[src/rtl/vsub_stream.sv]
// Streaming element-wise vector subtractor (diff = a - b) with length control and a 2-entry output FIFO.
// Optional build macro VSUB_SAT_EN: signed saturating subtract plus a per-element sat_flag output.
module vsub_stream #(
    parameter int DATA_WIDTH = 32,
    parameter int LEN_WIDTH  = 16
) (
    input  logic                  clk,
    input  logic                  rst,
    input  logic                  start,
    input  logic [LEN_WIDTH-1:0]  len,
    output logic                  busy,
    output logic                  done,
    input  logic                  in_valid,
    output logic                  in_ready,
    input  logic [DATA_WIDTH-1:0] a,
    input  logic [DATA_WIDTH-1:0] b,
    output logic                  out_valid,
    input  logic                  out_ready,
    output logic [DATA_WIDTH-1:0] diff,
    output logic                  out_last
`ifdef VSUB_SAT_EN
    ,
    output logic                  sat_flag
`endif
);

    typedef enum logic [1:0] {
        IDLE,
        RUN,
        DRAIN
    } state_e;

    typedef struct packed {
        logic [DATA_WIDTH-1:0] diff;
        logic                  last;
`ifdef VSUB_SAT_EN
        logic                  sat;
`endif
    } entry_t;

    state_e               state_q;
    logic [LEN_WIDTH-1:0] len_q;
    logic [LEN_WIDTH-1:0] cnt_q;
    logic [LEN_WIDTH-1:0] cnt_d;
    logic                 done_q;

    entry_t               mem_q [2];
    logic                 wr_ptr_q;
    logic                 rd_ptr_q;
    logic [1:0]           occ_q;
    logic [1:0]           occ_d;

    logic                 push;
    logic                 pop;
    entry_t               push_entry;
    entry_t               head;

    // Input readiness looks only at registered state so it never combinationally depends on out_ready.
    assign in_ready  = (state_q == RUN) && (occ_q != 2'd2);
    assign out_valid = (occ_q != 2'd0);
    assign push      = in_valid && in_ready;
    assign pop       = out_valid && out_ready;

    assign head      = mem_q[rd_ptr_q];
    assign diff      = head.diff;
    assign out_last  = head.last;
`ifdef VSUB_SAT_EN
    assign sat_flag  = head.sat;
`endif

    assign busy  = (state_q != IDLE);
    assign done  = done_q;
    assign cnt_d = cnt_q + LEN_WIDTH'(1);

`ifdef VSUB_SAT_EN
    logic [DATA_WIDTH:0] wide;
    assign wide = {a[DATA_WIDTH-1], a} - {b[DATA_WIDTH-1], b};
`endif

    // NOTE: every field gets a default first so the combinational block cannot infer a latch.
    always_comb begin
        push_entry      = '0;
        push_entry.last = (cnt_q == len_q - LEN_WIDTH'(1));
`ifdef VSUB_SAT_EN
        if (wide[DATA_WIDTH] != wide[DATA_WIDTH-1]) begin
            // Sign bit of the wide result tells which way the true difference overflowed.
            push_entry.sat  = 1'b1;
            push_entry.diff = wide[DATA_WIDTH] ? {1'b1, {(DATA_WIDTH-1){1'b0}}}
                                               : {1'b0, {(DATA_WIDTH-1){1'b1}}};
        end else begin
            push_entry.diff = wide[DATA_WIDTH-1:0];
        end
`else
        push_entry.diff = a - b;
`endif
    end

    always_comb begin
        occ_d = occ_q;
        case ({push, pop})
            2'b10:   occ_d = occ_q + 2'd1;
            2'b01:   occ_d = occ_q - 2'd1;
            default: occ_d = occ_q;
        endcase
    end

    // NOTE: sequential state uses non-blocking assignments so all registers update from pre-edge values.
    always_ff @(posedge clk) begin
        if (rst) begin
            state_q <= IDLE;
            len_q   <= '0;
            cnt_q   <= '0;
            done_q  <= 1'b0;
        end else begin
            done_q <= 1'b0;
            case (state_q)
                IDLE: begin
                    if (start) begin
                        if (len != '0) begin
                            len_q   <= len;
                            cnt_q   <= '0;
                            state_q <= RUN;
                        end else begin
                            done_q <= 1'b1;
                        end
                    end
                end
                RUN: begin
                    if (push) begin
                        cnt_q <= cnt_d;
                        if (cnt_d == len_q) state_q <= DRAIN;
                    end
                end
                DRAIN: begin
                    if (occ_q == 2'd0) begin
                        done_q  <= 1'b1;
                        state_q <= IDLE;
                    end
                end
                default: state_q <= IDLE;
            endcase
        end
    end

    // NOTE: the buffer storage is reset because diff/out_last must read zero straight out of reset.
    always_ff @(posedge clk) begin
        if (rst) begin
            for (int i = 0; i < 2; i++) mem_q[i] <= '0;
            wr_ptr_q <= 1'b0;
            rd_ptr_q <= 1'b0;
            occ_q    <= 2'd0;
        end else begin
            if (push) begin
                mem_q[wr_ptr_q] <= push_entry;
                wr_ptr_q        <= ~wr_ptr_q;
            end
            if (pop) rd_ptr_q <= ~rd_ptr_q;
            occ_q <= occ_d;
        end
    end

endmodule
[config.mk]
export PLATFORM = sky130hd
export DESIGN_NAME = vsub_stream
export DESIGN_NICKNAME = d
export VERILOG_FILES = /design/src/rtl/vsub_stream.sv
export SDC_FILE = /design/constraint.sdc
export NUM_CORES = 1
export LEC_CHECK = 0
export BUFFER_PORTS_ARGS = -buffer_cell sky130_fd_sc_hd__clkbuf_2
export CAP_MARGIN = 20
export CORE_UTILIZATION = 59
export CTS_BUF_LIST = sky130_fd_sc_hd__clkbuf_2 sky130_fd_sc_hd__clkbuf_4 sky130_fd_sc_hd__clkbuf_8
export CTS_CLUSTER_DIAMETER = 120
export DETAILED_ROUTE_END_ITERATION = 16
export GPL_TIMING_DRIVEN = 0
export PLACE_DENSITY_LB_ADDON = 0.05
export SKIP_CTS_REPAIR_TIMING = 1
export SLEW_MARGIN = 20
export SYNTH_ARGS = -nofsm -noshare
export SYNTH_HDL_FRONTEND = slang
export SYNTH_SLANG_ARGS = --single-unit
[constraint.sdc]
create_clock -name clk -period 4.4 [get_ports clk]
set_input_delay 0.44 -clock clk [delete_from_list [all_inputs] [get_ports clk]]
set_output_delay 0.44 -clock clk [all_outputs]
set_load 0.05 [all_outputs]
==> results of run 1 <==
layout by cell type, fill, tap and decap left out, types with 21 or more instances in the layout:
cell      count
a21oi_1      64
clkbuf_1     31
clkbuf_2    121
dfxtp_1      40
edfxtp_1     66
ha_1         34
inv_1        48
mux2_2       33
nand2_1      94
nor2_1       89
nor3_1       21
o21ai_0      28
xnor2_1      30
xor2_1       22
worst min-delay path: cells and delay by family:
| kind | cells | cell delay [ns] |
|---|---|---|
| AO/OA/AOI/OAI | 1 | 0.05 |
| buffers and inverters | 1 | 0.09 |
| AND/OR/NAND/NOR | 1 | 0.05 |
sequential cells by signal, indices dropped and copies added, names as in the netlist, named ones only:
name	count
cnt_q	16
mem_q	66
wr_ptr_q	1
occ_q	2
done	1
state_q	2
rd_ptr_q	1
len_q	16
metal layers:
| metal | wire length, um | share of wire, % | global-route usage (%) | vias to the layer above |
|---|---|---|---|---|
| li1 | - | - | - | 3314 |
| met1 | 7960 | 42 | 35.6 | 3113 |
| met2 | 9610 | 51 | 55.0 | 227 |
| met3 | 917 | 4.8 | 3.18 | 40 |
| met4 | 447 | 2.4 | 12.2 | 0 |
| met5 | 0 | 0 | 0 | - |
power by group through the flow:
stage,logic (mW),registers (mW),clock network [mW]
finish,1.04,1.14,0.557
global route,1.12,1.15,0.592
CTS,1.04,1.14,0.559
detailed placement,1.03,1.17,0
global placement,1.00,1.16,0
floorplan,0.783,1.16,0
worst max-delay path by stage:
stage | startpoint | slack (ns) | end
global route | occ_q[1] | 1.23 | mem_q[1][23]
CTS | occ_q[1] | 1.35 | mem_q[1][27]
detailed placement | b[1] | 1.34 | mem_q[0][30]
finish | occ_q[1] | 1.35 | mem_q[1][24]
floorplan | occ_q[0] | 0.60 | mem_q[0][0]
global placement | occ_q[0] | -0.02 | mem_q[0][31]
final cells by class:
type,instances,area [um2]
Buffer,51,229
Clock buffer,9,124
Clock inverter,7,43.8
Fill cell,1018,3650
Inverter,49,184
Multi-Input combinational cell,644,4240
Sequential cell,106,2780
Tap cell,168,210
Timing Repair Buffer,122,648
cells by family (layout without fill, tap and decap cells):
kind of cell	count (synthesis)	count (layout)	share of synthesized area, %
simple gates	324	324	21.7
flops	106	106	37.5
fa+ha+maj	35	35	6.01
xor+xnor	52	52	6.14
compound gates	183	183	15.8
buf+inv	100	238	5.57
mux	50	50	7.30
per-stage QoR:
step                      instance area (um2)  setup TNS (ns)
after global routing                     8460               0
after global placement                   8230          -0.625
after detailed placement                 8290               0
after CTS                                8460               0
after floorplan                          7420               0
final                                    8460               0
==> flow_summary_export.csv, run 1 <==
group,metric,value,unit
critical_path,cp.buffers_inverters,4,
critical_path,reg2reg_depth,10,
global_route,grt_max_degree,27,
power_and_ir_drop,p_comb_share,38.1,%
critical_path,arrival,3.19,ns
logic_synthesis,synth.net_count,970,
sta,hold_ws,0.269,ns
cells_and_area,syn_to_final_growth,14.0,%
power_and_ir_drop,p_sw_share,39.2,%
hold_path,hold_depth,3,
sta,drv_slew,0,
critical_path,r2r_end,"mem_q[1][24]",
floorplanning,start_util,61.2,%
critical_path,r2r_start,"occ_q[1]",
global_route,grt_pass1_wl,30.4,mm
power_and_ir_drop,p_int,1.67,mW
cells_and_area,nets,1103,
sta,fin_skew,0.0124,ns
run_status,status,"finished, final reports clean",
logic_synthesis,ys_warn_count,0,
run,maxCapViolations,0,
drt,drc,0,
sta,fin_crit_sh,69.4,%
power_and_ir_drop,irDropWorstVdd,182,uV
critical_path,crit_chain,"nor2b_1 > nor3b_2 > and2_1 > inv_2 > buf_2 > nor2_1 > nand2_1 > clkbuf_1 > nand2_2 > buf_12",
placement,gp_congestion,0.952,
power_and_ir_drop,pwr-share-seq,41.7,%
cells_and_area,final_core_util,69.8,%
critical_path,startpoint_type,"flop",
placement,hpwl,14.7,mm
global_route,antenna_found_initial,0,
cells_and_area,drive_above_1_share,21.2,%
logic_synthesis,synth_area,7420,um2
placement,portBuffers,120,
sta,slew_headroom,54.4,%
cts,cts_inserted_buffers,9,
critical_path,r2r_slack,1.35,ns
floorplanning,core_area,12100,um2
drt,first_pass_iters,5,
cells_and_area,diodes,0,
floorplanning,std_cell_rows,40,
critical_path,critPathMaxFanout,26,
cts,cts_sinks,106,
sta,hold_viol_final,0,
drt,via_count,6694,
critical_path,cp_slowest_stage_delay,0.54,ns
logic_synthesis,synth_area_leaders,"edfxtp_1, dfxtp_1, ha_1",
cells_and_area,layout.cells.non_filler,1156,
critical_path,critPathSlowestCell,"clkbuf_1",
drt,wl_per_cell,16.4,um
power_and_ir_drop,power_switching,1.08,mW
drt,route.antenna.remaining_nets,0,
cts,cts_root_buffer,"clkbuf_8",
power_and_ir_drop,p_clk_share,20.3,%
power_and_ir_drop,powerDensity,325,nW/um2
sta,clock.fmax,0.327,GHz
placement,dp_cells,1140,
drt,drt-total-wl,18.9,mm
logic_synthesis,synth_edf_count,66,
logic_synthesis,syn_inst,850,
critical_path,critPathTopFamily,"simple AND/OR/NAND/NOR gates",
drt,drt_iter0_markers,489,
logic_synthesis,async_flop_share,0,%
logic_synthesis,synth_top_area_share,26.7,%
logic_synthesis,avgSynthCellArea,8.73,um2
logic_synthesis,ys_ff_latch,106,
sta,worst_slew_pin_slew,0.684,ns
power_and_ir_drop,power,2.75,mW
logic_synthesis,synth_cell_types,78,
power_and_ir_drop,p_leak,3.59,nW
floorplanning,fp.dieH,114,um
global_route,overflow,0,
cts,tritoncts,"done",
logic_synthesis,synth_top_cell_by_area,"edfxtp_1",
logic_synthesis,synth.yosys.seq_area_share,37.5,%
global_route,grt_use_total,29.9,%
cts,cts.htree.levels,3,
logic_synthesis,synth_flop_cell,"edfxtp_1",
floorplanning,die_area,13000,um2
critical_path,crit_cells,10,
critical_path,end_kind,"flop",
floorplanning,fp.dieW,114,um
global_route,grt_pass1_vias,6342,
cts,cts.path.max_buffers,2,
logic_synthesis,yosys.cell_count.top_type,"nand2_1",
hold_path,hp-class,"in2reg",
sta,fin_crit,3.05,ns
critical_path,critPathRequiredTime,4.54,ns
hold_path,min_from,"len[1]",
critical_path,critPathKind,"reg2reg",
drt,vias_per_cell,5.79,
floorplanning,io_pins,122,
logic_synthesis,synth_common_cells,"nand2_1, nor2_1, edfxtp_1",
sta,rsz0062_at_grt,"false",
placement,place_ws,1.34,ns
cts,clk_latency,0.39,ns
cts,clkTransAtPathRegs,0.11,ns
sta,finalSetupViolations,0,
hold_path,holdPathEnd,"len_q[1]",
sta,setup_slack,1.35,ns
No activity file was read; power rests on OpenSTA's default activity.
==> inputs of run 2 (changes only) <==
--- a/config.mk
+++ b/config.mk
@@ -7,7 +7,7 @@
 export LEC_CHECK = 0
 export BUFFER_PORTS_ARGS = -buffer_cell sky130_fd_sc_hd__clkbuf_2
 export CAP_MARGIN = 20
-export CORE_UTILIZATION = 59
+export CORE_UTILIZATION = 53
 export CTS_BUF_LIST = sky130_fd_sc_hd__clkbuf_2 sky130_fd_sc_hd__clkbuf_4 sky130_fd_sc_hd__clkbuf_8
 export CTS_CLUSTER_DIAMETER = 120
 export DETAILED_ROUTE_END_ITERATION = 16
==> constraint.sdc (replaced) <==
create_clock -name clk -period 2.5 [get_ports clk]
set_input_delay 0.25 -clock clk [delete_from_list [all_inputs] [get_ports clk]]
set_output_delay 0.25 -clock clk [all_outputs]
set_load 0.05 [all_outputs]
==> run 2 against run 1 <==
Worst hold slack got worse by 0.18 ns. Sequential power grew 79%. Clock skew shrank 0.00061 ns. First-iteration DRC count shrank 39%. Critical path depth down 2. Global-route usage fell by 4.2 points.
==> flow_summary_export.csv, run 2 (synthesis results as in run 1) <==
group,metric,value,unit
sta,drv_slew,0,
critical_path,critPathMaxFanout,7,
cells_and_area,drive_above_1_share,23.0,%
critical_path,startpoint_type,"flop",
cells_and_area,final_core_util,63.9,%
cells_and_area,final_common_cell,"clkbuf_2",
global_route,grt_pass1_wl,29.1,mm
drt,via_count,6516,
floorplanning,core_area,13500,um2
cts,cts.htree.levels,3,
run_status,status,"finished, final reports clean",
power_and_ir_drop,p_int,3.08,mW
floorplanning,io_pins,122,
cells_and_area,top_register,"mem_q",
sta,worst_slew_pin_slew,0.585,ns
sta,slew_headroom,61.0,%
sta,fin_crit,2.39,ns
drt,drt-total-wl,18.1,mm
cells_and_area,layout.cells.most_common_list,"clkbuf_2, nand2_1, nor2_1",
cells_and_area,diodes,0,
hold_path,min_from,"len[11]",
hold_path,hp-class,"in2reg",
critical_path,critPathKind,"reg2reg",
power_and_ir_drop,power_switching,1.83,mW
floorplanning,fp.dieH,120,um
run,maxCapViolations,0,
sta,finalSetupViolations,0,
floorplanning,die_area,14500,um2
sta,setup_slack,0.108,ns
power_and_ir_drop,p_sw_share,37.3,%
placement,portBuffers,120,
critical_path,arrival,2.68,ns
global_route,grt_pass1_vias,6062,
placement,place_ws,-0.322,ns
cells_and_area,layout.cells.non_filler,1164,
critical_path,r2r_end,"state_q[1]",
hold_path,hold_depth,3,
floorplanning,std_cell_rows,42,
floorplanning,fp.dieW,120,um
critical_path,critPathRequiredTime,2.79,ns
power_and_ir_drop,pwr-share-seq,41.5,%
global_route,overflow,0,
placement,hpwl,14.2,mm
critical_path,end_kind,"flop",
cts,cts.path.max_buffers,2,
global_route,antenna_found_initial,0,
power_and_ir_drop,p_leak,3.64,nW
global_route,grt_max_degree,34,
cts,tritoncts,"done",
cts,clkTransAtPathRegs,0.10,ns
drt,wl_per_cell,15.5,um
power_and_ir_drop,p_clk_share,21.5,%
cells_and_area,reg_top3,"mem_q (66), cnt_q (16), len_q (16)",
global_route,grt_use_total,25.7,%
cells_and_area,nets,1103,
critical_path,r2r_start,"cnt_q[0]",
placement,gp_congestion,0.926,
sta,hold_viol_final,0,
drt,drc,0,
power_and_ir_drop,powerDensity,571,nW/um2
cts,cts_sinks,106,
cells_and_area,largest_register_ffs,66,
placement,dp_cells,1148,
cells_and_area,syn_to_final_growth,16.0,%
sta,rsz0062_at_grt,"true",
critical_path,r2r_slack,0.11,ns
cts,cts_root_buffer,"clkbuf_8",
drt,route.antenna.remaining_nets,0,
power_and_ir_drop,p_comb_share,37.0,%
drt,first_pass_iters,5,
drt,drt_iter0_markers,300,
cts,cts_inserted_buffers,9,
sta,clock.fmax,0.418,GHz
power_and_ir_drop,irDropWorstVdd,305,uV
floorplanning,start_util,55.1,%
sta,fin_skew,0.0118,ns
sta,fin_crit_sh,95.7,%
cts,clk_latency,0.38,ns
critical_path,reg2reg_depth,8,
drt,vias_per_cell,5.60,
hold_path,holdPathEnd,"len_q[11]",
-- run 2: cell count changes in the layout (fill, tap and decap cells not counted), sizes merged --
cell and change:
nand2 +1, inv -2, bufinv +1
-- run 2: stage by stage --
stage | TNS [ns] | power (mW) | hold WS [ns] | cell area (um2)
final | 0 | 4.91 | 0.0861 | 8600
after floorplan | -0.774 | 3.44 | 0.386 | 7470
after global placement | -11.13 | 3.85 | 0.459 | 8290
after detailed placement | -9.59 | 3.88 | 0.463 | 8330
after CTS | -12.53 | 4.91 | 0.0808 | 8530
after global routing | -0.142 | 5.15 | 0.0825 | 8600
-- run 2: area by class of cell --
type,instances,area (um2)
Fill cell,1231,4850
Multi-Input combinational cell,645,4320
Sequential cell,106,2790
Timing Repair Buffer,122,643
Buffer,50,255
Tap cell,176,220
Inverter,49,184
Clock buffer,10,138
Clock inverter,6,56.3
-- run 2: worst max-delay path, stage by stage (launching register included) --
cell,delay (ns)
dfxtp_1,0.43
ha_2,0.25
nand2_2,0.13
or4_4,0.57
or2_4,0.26
and3b_1,0.18
a21oi_1,0.11
o22ai_1,0.13
a41o_1,0.24
-- run 2: power groups by stage --
stage	combinational, mW	clock, mW	sequential (mW)
final	1.82	1.06	2.04
after global routing	1.96	1.13	2.05
after CTS	1.83	1.07	2.02
after detailed placement	1.82	0	2.06
after global placement	1.80	0	2.05
after floorplan	1.39	0	2.04
-- run 2: worst max-delay path by stage --
stage          startpoint          end  slack [ns]
2_1_floorplan    occ_q[1]  mem_q[0][0]       -0.02
6_report         cnt_q[0]   state_q[1]        0.11
3_3_place_gp     len_q[0]  mem_q[1][0]       -0.29
3_5_place_dp     len_q[0]  mem_q[0][0]       -0.32
4_1_cts          len_q[0]  mem_q[0][0]       -0.33
5_1_grt          len_q[1]  mem_q[0][0]       -0.08
-- run 2: metal layers --
metal / vias up / global-route usage (%) / wire, um
met5: - / 0 / 0
met4: 0 / 10.1 / 439
met1: 3000 / 31.5 / 7740
met3: 31 / 2.88 / 820
met2: 180 / 46.0 / 9090
li1: 3305 / - / -
